==> src/rtl/icache_refill_unit.sv <==
// Line-refill engine for the L1 instruction cache.
// On a miss it issues one burst read for the line and streams the returned words
// into the cache with their offsets. A redirect abort drains the rest of the burst.
//
// state | meaning
// IDLE  | waiting for a miss while replacement is permitted
// REQ   | burst request presented, waiting for memory to accept it
// FILL  | receiving beats and writing them into the L1 line
// DRAIN | aborted after acceptance; swallowing the remaining beats
// DONE  | line complete; one-cycle RepBlockDone pulse
module icache_refill_unit #(
  parameter int B    = 16,
  parameter int XLEN = 32
) (
  input  logic                 clk,
  input  logic                 reset,
  input  logic                 InstrMissF,
  input  logic                 InstrCacheRepActive,
  input  logic                 RepAbort,
  input  logic [XLEN-1:0]      PCF,
  output logic                 MemReqValid,
  input  logic                 MemReqReady,
  output logic [XLEN-1:0]      MemReqAddr,
  input  logic                 MemRespValid,
  input  logic [XLEN-1:0]      MemRespData,
  output logic [XLEN-1:0]      RepWord,
  output logic [$clog2(B)-1:0] RepWordOffset,
  output logic                 RepWordValid,
  output logic                 RepBlockDone,
  output logic                 RepBusy
);

  localparam int LW = $clog2(B);
  localparam int AW = LW + 2;
  localparam int CW = LW + 1;
  // Clears the byte-in-word and word-in-line bits of the fetch address.
  localparam logic [XLEN-1:0] LINE_MASK = ~(XLEN'((1 << AW) - 1));

  typedef enum logic [2:0] {IDLE, REQ, FILL, DRAIN, DONE} state_t;

  state_t        state, state_nxt;
  logic [CW-1:0] cnt, cnt_nxt;
  logic          start;
  logic          last_beat;

  assign start     = InstrMissF & InstrCacheRepActive & ~RepAbort;
  // The beat that brings the count to B ends the burst, whether filling or draining.
  assign last_beat = MemRespValid && (cnt == CW'(B - 1));

  // Next-state and beat counter.
  always_comb begin
    state_nxt = state;
    cnt_nxt   = cnt;
    case (state)
      IDLE: begin
        if (start) state_nxt = REQ;
      end
      REQ: begin
        if (MemReqReady) begin
          cnt_nxt   = '0;
          // An abort coinciding with acceptance still leaves a burst in flight.
          state_nxt = RepAbort ? DRAIN : FILL;
        end else if (RepAbort) begin
          state_nxt = IDLE;
        end
      end
      FILL: begin
        if (MemRespValid) cnt_nxt = cnt + 1'b1;
        if (RepAbort) begin
          // If the abort lands on the final beat there is nothing left to drain.
          state_nxt = last_beat ? IDLE : DRAIN;
        end else if (last_beat) begin
          state_nxt = DONE;
        end
      end
      DRAIN: begin
        if (MemRespValid) cnt_nxt = cnt + 1'b1;
        if (last_beat) state_nxt = IDLE;
      end
      DONE: begin
        state_nxt = IDLE;
      end
      default: state_nxt = IDLE;
    endcase
  end

  // State and counter registers.
  always_ff @(posedge clk or negedge reset) begin
    if (!reset) begin
      state <= IDLE;
      cnt   <= '0;
    end else begin
      state <= state_nxt;
      cnt   <= cnt_nxt;
    end
  end

  // Line address captured once on leaving IDLE so later PCF changes cannot disturb the refill.
  always_ff @(posedge clk or negedge reset) begin
    if (!reset) begin
      MemReqAddr <= '0;
    end else if (state == IDLE && start) begin
      MemReqAddr <= PCF & LINE_MASK;
    end
  end

  // Registered write port: one cycle after each accepted beat in FILL.
  always_ff @(posedge clk or negedge reset) begin
    if (!reset) begin
      RepWord       <= '0;
      RepWordOffset <= '0;
      RepWordValid  <= 1'b0;
    end else begin
      RepWordValid <= (state == FILL) && MemRespValid && !RepAbort;
      if ((state == FILL) && MemRespValid && !RepAbort) begin
        RepWord       <= MemRespData;
        RepWordOffset <= cnt[LW-1:0];
      end
    end
  end

  assign MemReqValid  = (state == REQ);
  assign RepBusy      = (state != IDLE);
  // DONE follows the last FILL beat, so this lines up with the final registered write.
  assign RepBlockDone = (state == DONE);

  // Responses are only legal while a burst is outstanding.
  a_resp_in_burst: assert property (@(posedge clk) disable iff (!reset)
    MemRespValid |-> (state == FILL || state == DRAIN));

endmodule

==> config.mk <==
export PLATFORM = sky130hd
export DESIGN_NAME = icache_refill_unit
export DESIGN_NICKNAME = d
export VERILOG_FILES = /design/src/rtl/icache_refill_unit.sv
export SDC_FILE = /design/constraint.sdc
export NUM_CORES = 1
export LEC_CHECK = 0
export BUFFER_PORTS_ARGS = -buffer_cell sky130_fd_sc_hd__buf_2
export CORE_UTILIZATION = 46
export DETAILED_ROUTE_END_ITERATION = 8
export PLACE_DENSITY = 0.79
export REMOVE_ABC_BUFFERS = 1
export SLEW_MARGIN = 40
export SYNTH_ARGS = -nofsm -noshare
export SYNTH_HDL_FRONTEND = slang
export SYNTH_SLANG_ARGS = --single-unit
==> constraint.sdc <==
create_clock -name clk -period 2.19 [get_ports clk]
set_clock_uncertainty 0.1 [all_clocks]
set_input_delay 0 -clock clk [delete_from_list [all_inputs] [get_ports clk]]
set_output_delay 0 -clock clk [all_outputs]
set_load 0.01 [all_outputs]
## Yosys cells after proc, flatten, opt, wreduce, memory -nomap -nowiden

Cells that the tools add are included.

- Add/subtract/negate cells: 1
- Multipliers: 0
- Div/mod/pow operators: 0
- Magnitude comparators: 0
- Eq/ne operators: 11
- Shift operators: 0
- Mux-type cells: 12
- Bitwise logic cells: 3
- Reduce and logical (&&, ||, !) cells: 11

Operators with widths:

| kind | number |
|---|---|
| 3-bit 2-to-1 mux | 6 |
| 3-bit case mux with 4 select lines | 1 |
| 5-bit 2-to-1 mux | 2 |
| 5-bit case mux with 2 select lines | 1 |
| 3-bit by 2-bit equality test with 1-bit output (second input constant) | 2 |
| 5-bit by 1-bit adder with 5-bit output (second input constant) | 1 |
| 5-bit by 4-bit equality test with 1-bit output (second input constant) | 1 |
| 1-bit logical AND | 4 |
| 2-bit by 1-bit != test with 1-bit output (second input constant) | 2 |
| 2-bit != test (second input constant) | 2 |
| 4-bit AND reduction | 1 |
| 3-bit by 1-bit equality test with 1-bit output (second input constant) | 1 |
| 3-bit equality test (second input constant) | 1 |
| 3-bit zero test | 1 |
| 3-bit by 2-bit != test with 1-bit output (second input constant) | 1 |
| 3-bit != test (second input constant) | 1 |
| 3-bit AND reduction | 1 |
| 3-bit nonzero test | 1 |
| 1-bit bitwise AND | 2 |
| 2-bit 2-to-1 mux | 1 |
| 2-bit nonzero test | 1 |
| 2-bit OR reduction | 1 |
| 1-bit zero test | 1 |
| 1-bit 2-to-1 mux | 1 |
| 1-bit NOT | 1 |

- Register bits after elaboration: 71
- Bits in latches: 0
- RAM bits: 0
- ROM bits: 0
- Input port bits: 71
- Output and inout port bits: 72
- Word-level logic and storage cells: 44
- Memories kept: 0

## Longest topological paths before layout

Gate-level depths: netlist of the first run.

- Depth in word-level cells: 5
- Mapped depth: 6
- Gate-level depth less buffers: 6

## Worst setup path after synthesis of the first run

Ideal clock, no wire load.

- Path type: reg-to-reg
- Start point: register cnt[0]
- End point: register state[0]
- Library setup time: 0.133 ns
- Arrival: 1.325 ns
- Data required time: 1.957 ns
- Slack: 0.632 ns
- Cell stages (with the launch flop): 7
- Buffers on the path: 0
- Period minus slack after synthesis: 1.558 ns
- Path through: dfrtp_1 ha_1 and3_1 ha_1 a21oi_1 o2bb2ai_1 o32ai_1

- Word-level cells in the longest chain between the ends: 5
- Elaborated cells between the ends (all ways): 8
- Classes of those cells: eq/ne: 3; mux: 3; reduce/logical: 2

RTL lines:

| element | RTL line | source |
|---|---|---|
| start, declared | 42 | `logic [CW-1:0] cnt, cnt_nxt;` |
| start signal, assigned | 94 | `cnt <= cnt_nxt;` |
| 5-bit by 4-bit equality test with 1-bit output * | 48 | `assign last_beat = MemRespValid && (cnt == CW'(B - 1));` |
| 1-bit logical AND * | 48 |  |
| 2-bit 2-to-1 mux | 71 | `state_nxt = last_beat ? IDLE : DRAIN;` |
| 3-bit 2-to-1 mux | 69 | `if (RepAbort) begin` |
| 3-bit case mux with 4 select lines | 54 | `case (state)` |
| end signal, assigned | 93 | `state <= state_nxt;` |
| end, declared | 41 | `state_t state, state_nxt;` |

Every way passes the cells marked *; elsewhere a longest branch is shown, timed or not.
A chain may end at the register's enable or synchronous reset.

## Worst setup path in the final report of the first run

- Start point: register state[2]
- End point: register MemReqAddr[18]

- Word-level cells in the longest chain between the ends: 2

RTL lines:

| element | RTL line | source |
|---|---|---|
| 3-bit zero test | 102 | `end else if (state == IDLE && start) begin` |
| 1-bit logical AND | 102 |  |
| end signal, assigned | 103 | `MemReqAddr <= PCF & LINE_MASK;` |
| end, declared | 23 | `output logic [XLEN-1:0] MemReqAddr,` |

No other way between the ends.

==> impl_metrics.csv, run 1 <==
group,metric,value,unit
critical_path,crit_path_end_kind,"flop",
global_route,grt_pass1_wl,11700,um
finish,drive_gt1_frac,0.552,
synthesis,synth_top_area_cell,"dfrtp_1",
critical_path,critPathMaxFanout,26,
synthesis,avgSynthCellArea,15.8,um2
cts,clock_path_buffers,2,
critical_path,crit_buf_inv,0,
pwr,leakage,2.40,nW
synthesis,ys.warnings.count,0,
pwr,power.internal,0.00404,W
timing,fmax,537,MHz
pwr,power_density,1290,nW/um2
critical_path,critPathArrivalTime,1990,ps
critical_path,worstSetupPathType,"reg -> reg",
place,dp_cells,394,
job,maxCapViolCount,0,
global_route,grt_pass1_vias,2431,
timing,tns,0,ps
drt,wl,7330,um
drt,firstDrtPassIters,4,
pwr,p_comb_frac,0.391,
cts,clk_pin_slew_worst_paths,80,ps
timing,setup_viol,0,
cts,numCtsBuffers,9,
die,core-area,6350,um2
worst_hold_path,hold_path_class,"in -> reg",
global_route,gr-total-overflow,0,
synthesis,yosysUniqueCellTypes,37,
timing,final_max_slew_viol_count,0,
critical_path,cpMaxStageDelayCell,"dfrtp_1",
status,status,"finished, final reports clean",
synthesis,synth-async-reset-ratio,1.00,
critical_path,required,2320,ps
critical_path,max_stage_delay,500,ps
finish,final_common_cell,"buf_2",
die,initial_core_util,0.479,
global_route,grt_max_degree,33,
timing,rsz0062_at_grt,"no",
cts,cts_resized,0,
timing,timing.final.crit_share,0.850,
synthesis,netlist_area,3040,um2
cts,insertion_delay,330,ps
drt,vias_per_cell,4.84,
pwr,p_sw,0.00189,W
pwr,vdd_drop_max,0.000794,V
die,dieArea,6940,um2
cts,cts_sinks,71,
die,die_x,83.3,um
pwr,swShare,0.318,
timing,worst_slew_pin_slew,707,ps
global_route,gr-usage-all-layers,0.219,
drt,wl_per_cell,15.5,um
place,placed_cell_area,3720,um2
drt,vias,2286,
pwr,p_seq_frac,0.396,
timing,period_minus_slack,1860,ps
drt,ant_nets,0,
finish,instances_no_fill,472,
timing,max-slew-margin-rel,0.529,
drt,drt_iter0_drc,49,
die,dieHeight,83.3,um
finish,n_antenna_cell,0,
critical_path,crit_path_start_kind,"flop",
synthesis,ys_seq_elements,71,
finish,nets,463,
die,num_io_pins,143,
finish,fin_area,4590,um2
place,port_buffers,130,
finish,postLayoutCoreUtil,0.722,
finish,mostFrequentLayoutCells,"130 x buf_2, 71 x dfrtp_1, 62 x dlygate4sd3_1",
synthesis,ys_seq_area_frac,0.584,
synthesis,synth.area.top_cells,"dfrtp_1 58%, mux2_4 16%, mux2_2 11%",
cts,cts_tree,"built",
cts,cts-htree-levels,3,
synthesis,synth_top_flop_cell,"dfrtp_1",
synthesis,synth-edff-count,0,
pwr,p_clk_frac,0.213,
synthesis,yosysTopAreaCellShare,0.584,
synthesis,syn_inst,192,
die,num_rows,29,
critical_path,crit_chain,"nor2_4 -> nand4_4 -> mux2_2",
drt,drcViolationCount,0,
critical_path,path_delay_family,"simple AND/OR/NAND/NOR gates",
global_route,grt_antenna_before_repair,0,
place,place_congestion,0.765,
timing,finalHoldViolCount,0,
finish,syn_to_final_growth,50.9,%
place,hpwlAfterDp,4410,um
cts,root_buffer,"clkbuf_8",
area by class of cell:
| type | count | area (um2) |
|---|---|---|
| sequential | 71 | 1780 |
| clock inverter | 6 | 108 |
| fill | 434 | 1760 |
| inverter | 3 | 11.3 |
| multi-input combinational | 109 | 1160 |
| clock buffer | 10 | 138 |
| tap | 77 | 96.3 |
| timing repair buffer | 196 | 1300 |
registers in the layout (all words and copies together), names as in the netlist:
name,flops
RepWordValid,1
MemReqAddr,26
state,3
RepWord,32
RepWordOffset,4
cnt,5
cell families (layout without fill, tap and decap cells):
logic type / Yosys count / in the layout / synth area share
flip-flops: 71 / 71 / 0.584
multiplexers: 63 / 63 / 0.272
AND/OR/NAND/NOR: 23 / 23 / 0.0543
buffers and inverters: 17 / 215 / 0.0416
AO/OA/AOI/OAI: 14 / 14 / 0.0350
adder cells (fa/ha/maj): 2 / 2 / 0.00823
other: 1 / 6 / 0.00123
XOR/XNOR: 1 / 1 / 0.00288
repair_timing:
item,4_1_cts,5_1_grt
setup buffers,0,0
hold endpoints to repair,93,0
hold buffers,62,0
power groups by stage:
stage                     clock, W  sequential, W  combinational, W
after floorplan                  0        0.00260           0.00106
after global placement           0        0.00230           0.00215
after detailed placement         0        0.00235           0.00221
after CTS                  0.00129        0.00233           0.00230
after global routing       0.00134        0.00242           0.00247
final                      0.00126        0.00235           0.00232
routing by layer:
metal | vias up | global-route usage | routed length, um
met2 | 78 | 0.407 | 4040
met1 | 1132 | 0.240 | 2800
met4 | 0 | 0.0956 | 161
li1 | 1060 | - | -
met3 | 16 | 0.0447 | 321
met5 | - | 0 | 0
tightest hold or removal path: cells and delay by family:
family          cells  cell delay (ps)
compound gates      2              200
buf+inv             1              120
simple gates        1              170
cells in the mapped netlist, drive strengths merged (2+ instances only):
| cell | instances |
|---|---|
| nor2b | 2 |
| mux2 | 62 |
| nand3 | 2 |
| nor3 | 2 |
| buf | 12 |
| a21o | 2 |
| ha | 2 |
| a21oi | 4 |
| nand2 | 5 |
| nor2 | 4 |
| nand3b | 2 |
| clkbuf | 2 |
| inv | 3 |
| o2bb2ai | 3 |
| dfrtp | 71 |
path summary, 6_finish.rpt:
check / endpoint / depth (start not counted) / slack [ps] / startpoint
setup reg to reg: MemReqAddr[18] / 3 / 330 / state[2]
max in group asynchronous: RepWord[30] / 3 / 1050 / reset
setup / recovery: MemReqAddr[18] / 3 / 330 / state[2]
hold reg to reg: cnt[4] / 1 / 390 / cnt[4]
hold / removal: state[0] / 4 / 120 / InstrCacheRepActive
min in group asynchronous: MemReqAddr[22] / 2 / 150 / reset
stage by stage:
stage	power (W)	hold WS [ps]	setup WS, ps
floorplan	0.00366	-396	356
global placement	0.00445	-24.1	401
detailed placement	0.00456	-13.9	350
CTS	0.00592	85.5	340
global route	0.00623	153	235
finish	0.00593	115	328
No activity file was read; power rests on OpenSTA's default activity.
==> inputs of run 2 (changes only) <==
--- a/config.mk
+++ b/config.mk
@@ -10,7 +10,6 @@
 export DETAILED_ROUTE_END_ITERATION = 8
 export PLACE_DENSITY = 0.79
 export REMOVE_ABC_BUFFERS = 1
-export SLEW_MARGIN = 40
 export SYNTH_ARGS = -nofsm -noshare
 export SYNTH_HDL_FRONTEND = slang
 export SYNTH_SLANG_ARGS = --single-unit
==> constraint.sdc (replaced) <==
create_clock -name clk -period 2.19 [get_ports clk]
set_clock_uncertainty 0.1 [all_clocks]
set_input_delay 0.219 -clock clk [delete_from_list [all_inputs] [get_ports clk]]
set_output_delay 0.219 -clock clk [all_outputs]
set_load 0.01 [all_outputs]
==> impl_metrics.csv, run 2 (synthesized netlist as in run 1, its figures left out) <==
group,metric,value,unit
critical_path,critPathArrivalTime,1980,ps
global_route,grt_pass1_vias,2171,
timing,setup_viol,0,
finish,syn_to_final_growth,37.4,%
finish,n_antenna_cell,0,
critical_path,crit_buf_inv,0,
timing,period_minus_slack,1870,ps
place,port_buffers,130,
drt,wl_met3,313,um
pwr,power_density,1340,nW/um2
timing,tns,0,ps
critical_path,crit_cells,3,
critical_path,crit_path_end_kind,"flop",
drt,vias_per_cell,4.83,
die,initial_core_util,0.479,
cts,clk_pin_slew_worst_paths,70,ps
timing,timing.final.crit_share,0.854,
timing,fin_ws,321,ps
critical_path,crit_chain,"nor2_2 -> nand4_4 -> mux2_4",
pwr,p_total,0.00558,W
pwr,leakage,2.22,nW
place,hpwlAfterDp,4320,um
die,num_rows,29,
cts,cts-htree-levels,3,
finish,final.fill_count,487,
critical_path,cpMaxStageDelayCell,"dfrtp_1",
drt,vias,2099,
finish,final_common_cell,"buf_2",
worst_hold_path,hold_path_class,"in -> reg",
timing,worst_slew_pin_slew,505,ps
finish,largest_register_ffs,32,
pwr,vdd_drop_max,0.000685,V
place,place_congestion,0.741,
drt,highest-signal-layer,"met4",
global_route,grt_antenna_before_repair,0,
drt,ant_nets,0,
timing,max-slew-margin-rel,0.663,
drt,wl,6330,um
drt,wl_met1,2650,um
cts,cts_tree,"built",
job,maxCapViolCount,0,
critical_path,max_stage_delay,510,ps
finish,largest-register,"RepWord",
timing,rsz0062_at_grt,"no",
drt,wl_per_cell,14.6,um
critical_path,path_delay_family,"simple AND/OR/NAND/NOR gates",
cts,numCtsBuffers,9,
global_route,gr-usage-all-layers,0.198,
finish,drive_gt1_frac,0.601,
finish,reg_top3,"RepWord x32, MemReqAddr x26, cnt x5",
timing,final_max_slew_viol_count,0,
drt,wl_met2,3170,um
drt,firstDrtPassIters,4,
place,preCtsSetupSlack,354,ps
cts,insertion_delay,340,ps
global_route,grt_max_degree,72,
cts,clock_path_buffers,2,
timing,finalHoldViolCount,0,
critical_path,reg2reg_depth,3,
die,dieHeight,83.3,um
die,num_io_pins,143,
critical_path,required,2300,ps
critical_path,crit_path_start_kind,"flop",
die,die_x,83.3,um
drt,drcViolationCount,0,
finish,mostFrequentLayoutCells,"130 x buf_2, 71 x dfrtp_1, 32 x mux2_4",
cts,post-cts-setup-buffers,0,
finish,postLayoutCoreUtil,0.658,
finish,nets,426,
die,dieArea,6940,um2
die,core-area,6350,um2
global_route,gr-total-overflow,0,
worst_hold_path,whs_path_depth,2,
cts,cts_sinks,71,
critical_path,worstSetupPathType,"reg -> reg",
timing,fmax,535,MHz
critical_path,critPathMaxFanout,26,
cts,root_buffer,"clkbuf_8",
global_route,grt_pass1_wl,10600,um
critical_path,r2r_slack,320,ps
status,status,"finished, final reports clean",
drt,drt_iter0_drc,64,
[run 2: repair_timing]
| action | CTS | global route |
|---|---|---|
| hold buffers | 25 | 1 |
| hold endpoints to repair | 95 | 1 |
| resized for setup | 0 | 0 |
[run 2: layer usage]
layer / global-route usage / up-vias
li1: - / 988
met1: 0.244 / 1016
met2: 0.326 / 75
met3: 0.0437 / 20
met4: 0.103 / 0
met5: 0 / -
[run 2: worst reg2reg max path: stages (launching register included)]
cell and delay [ps]:
dfrtp_1 510, nor2_2 230, nand4_4 430, mux2_4 470
[run 2: layout make-up]
class                      instances  area, um2  area share
clock buffer                      12        145      0.0348
clock inverter                     4       45.0      0.0108
inverter                           3       11.3     0.00270
multi-input combinational        109       1160       0.277
sequential                        71       1780       0.425
tap                               77       96.3      0.0231
timing repair buffer             159        946       0.226
[run 2: path summary, 6_finish.rpt]
path,startpoint,end
hold reg to reg,cnt[4],cnt[4]
setup / recovery,state[1],MemReqAddr[15]
setup reg to reg,state[1],MemReqAddr[15]
max in group asynchronous,reset,cnt[4]
min in group asynchronous,reset,MemReqAddr[18]
hold / removal,PCF[31],MemReqAddr[31]
[run 2: stage by stage]
| step | hold slack (ps) | instance area [um2] | cells |
|---|---|---|---|
| 2_1_floorplan | -177 | 2940 | 183 |
| 3_3_place_gp | 171 | 3730 | 393 |
| 3_5_place_dp | 175 | 3730 | 393 |
| 4_1_cts | 0.0623 | 4170 | 434 |
| 5_1_grt | 0.351 | 4180 | 435 |
| 6_report | 14.1 | 4180 | 435 |
[run 2: power breakdown]
group | internal (W) | switching [W] | total [W]
registers | 0.00194 | 0.000388 | 0.00233
logic | 0.00127 | 0.000957 | 0.00223
clock network | 0.000552 | 0.000462 | 0.00101
total | 0.00377 | 0.00181 | 0.00558
==> inputs of run 3 (changes only) <==
--- a/config.mk
+++ b/config.mk
@@ -6,10 +6,10 @@
 export NUM_CORES = 1
 export LEC_CHECK = 0
 export BUFFER_PORTS_ARGS = -buffer_cell sky130_fd_sc_hd__buf_2
+export CAP_MARGIN = 20
 export CORE_UTILIZATION = 46
 export DETAILED_ROUTE_END_ITERATION = 8
 export PLACE_DENSITY = 0.79
-export REMOVE_ABC_BUFFERS = 1
 export SYNTH_ARGS = -nofsm -noshare
 export SYNTH_HDL_FRONTEND = slang
 export SYNTH_SLANG_ARGS = --single-unit
==> constraint.sdc (replaced) <==
create_clock -name clk -period 2.19 [get_ports clk]
set_clock_uncertainty 0.1 [all_clocks]
set_input_delay 0.657 -clock clk [delete_from_list [all_inputs] [get_ports clk]]
set_output_delay 0.657 -clock clk [all_outputs]
set_load 0.01 [all_outputs]
==> impl_metrics.csv, run 3 (synthesized netlist as in run 1, its figures left out) <==
group,metric,value,unit
status,status,"finished, final reports clean",
timing,period_minus_slack,2130,ps
die,core-area,6350,um2
cts,clk_pin_slew_worst_paths,90,ps
finish,nets,403,
critical_path,critPathArrivalTime,1370,ps
die,dieArea,6940,um2
drt,drcViolationCount,0,
drt,wl_per_cell,15.0,um
critical_path,critPathMaxFanout,11,
place,dp_cells,394,
die,dieHeight,83.3,um
finish,largest_register_ffs,32,
global_route,grt_antenna_before_repair,0,
worst_hold_path,hold_path_class,"in -> async",
timing,finalHoldViolCount,0,
finish,postLayoutCoreUtil,0.620,
drt,ant_nets,0,
place,place_congestion,0.725,
die,num_rows,29,
finish,syn_to_final_growth,29.5,%
global_route,gr-total-overflow,0,
timing,setup_viol,0,
critical_path,crit_path_end_kind,"output pin",
cts,cts_hold_buf,0,
job,maxCapViolCount,0,
die,initial_core_util,0.479,
cts,numCtsBuffers,9,
global_route,grt_pass1_wl,10000,um
drt,vias_per_cell,4.90,
finish,mostFrequentLayoutCells,"130 x buf_2, 69 x dfrtp_1, 32 x mux2_4",
finish,instances_no_fill,412,
finish,final_common_cell,"buf_2",
timing,final_max_slew_viol_count,0,
place,preCtsSetupSlack,242,ps
cts,cts-htree-levels,3,
critical_path,r2r_slack,470,ps
place,hpwlAfterDp,4340,um
drt,vias,2017,
timing,timing.final.crit_share,0.972,
place,port_buffers,130,
finish,reg_top3,"RepWord x32, MemReqAddr x26, cnt x5",
timing,rsz0062_at_grt,"no",
place,placed_cell_area,3750,um2
global_route,gr-usage-all-layers,0.186,
cts,cts_sinks,71,
die,die_x,83.3,um
timing,fmax,470,MHz
drt,wl,6190,um
timing,tns,0,ps
finish,drive_gt1_frac,0.663,
global_route,grt_pass1_vias,2079,
drt,drt_iter0_drc,45,
critical_path,required,1430,ps
finish,n_antenna_cell,0,
finish,fin_area,3940,um2
cts,clock_path_buffers,2,
finish,largest-register,"RepWord",
critical_path,crit_path_start_kind,"flop",
cts,root_buffer,"clkbuf_8",
cts,insertion_delay,330,ps
cts,cts_tree,"built",
global_route,grt_max_degree,72,
pwr,power_density,1390,nW/um2
timing,fin_ws,60.5,ps
pwr,vdd_drop_max,0.000698,V
die,num_io_pins,143,
drt,firstDrtPassIters,4,
critical_path,worstSetupPathType,"reg -> out",
pwr,leakage,2.12,nW
run 3: cell count changes in the layout (fill, tap and decap cells not counted), sizes merged:
cell | previous run | this run
clkinv | 3 | 5
buf | 133 | 136
inv | 3 | 4
clkbuf | 12 | 9
clkinvlp | 0 | 1
dlygate4sd3 | 26 | 0
bufinv | 1 | 0
run 3: what timing repair did:
item,CTS,global route
endpoints found under the setup margin,1,1
resized for setup,1,1
setup buffers,0,2
run 3: final timing paths:
kind,start,end,cells past startpoint
max in group asynchronous,reset,state[1],2
min,reset,MemReqAddr[22],2
min in group clk,RepWord[6],RepWord[6],1
max,state[1],RepBusy,2
max reg2reg,cnt[0],state[0],6
min reg2reg,RepWord[6],RepWord[6],1
run 3: worst max-delay path: stages (launching register included):
cell,delay (ps)
dfrtp_2,480
or3_1,410
buf_2,150
run 3: layout make-up:
class / instances / area [um2]
Multi-Input combinational cell: 109 / 1160
Timing Repair Buffer: 136 / 721
Inverter: 3 / 11.3
Sequential cell: 71 / 1780
Clock buffer: 9 / 124
Fill cell: 525 / 2410
Clock inverter: 7 / 48.8
Tap cell: 77 / 96.3
run 3: layer usage:
| layer | part of all wire | global-route usage |
|---|---|---|
| met5 | 0 | 0 |
| met4 | 0.016 | 0.0893 |
| met3 | 0.050 | 0.0368 |
| met2 | 0.52 | 0.317 |
| met1 | 0.41 | 0.226 |
run 3: report_power, final:
part	internal [W]	switching, W	total (W)
clock	0.000413	0.000505	0.000918
sequential	0.00195	0.000386	0.00233
combinational	0.00127	0.000958	0.00223
run 3: stage by stage:
stage | hold slack [ps] | power [W]
final | 205 | 0.00548
after CTS | 237 | 0.00552
after floorplan | 261 | 0.00370
after global placement | 373 | 0.00447
after detailed placement | 388 | 0.00458
after global routing | 234 | 0.00582
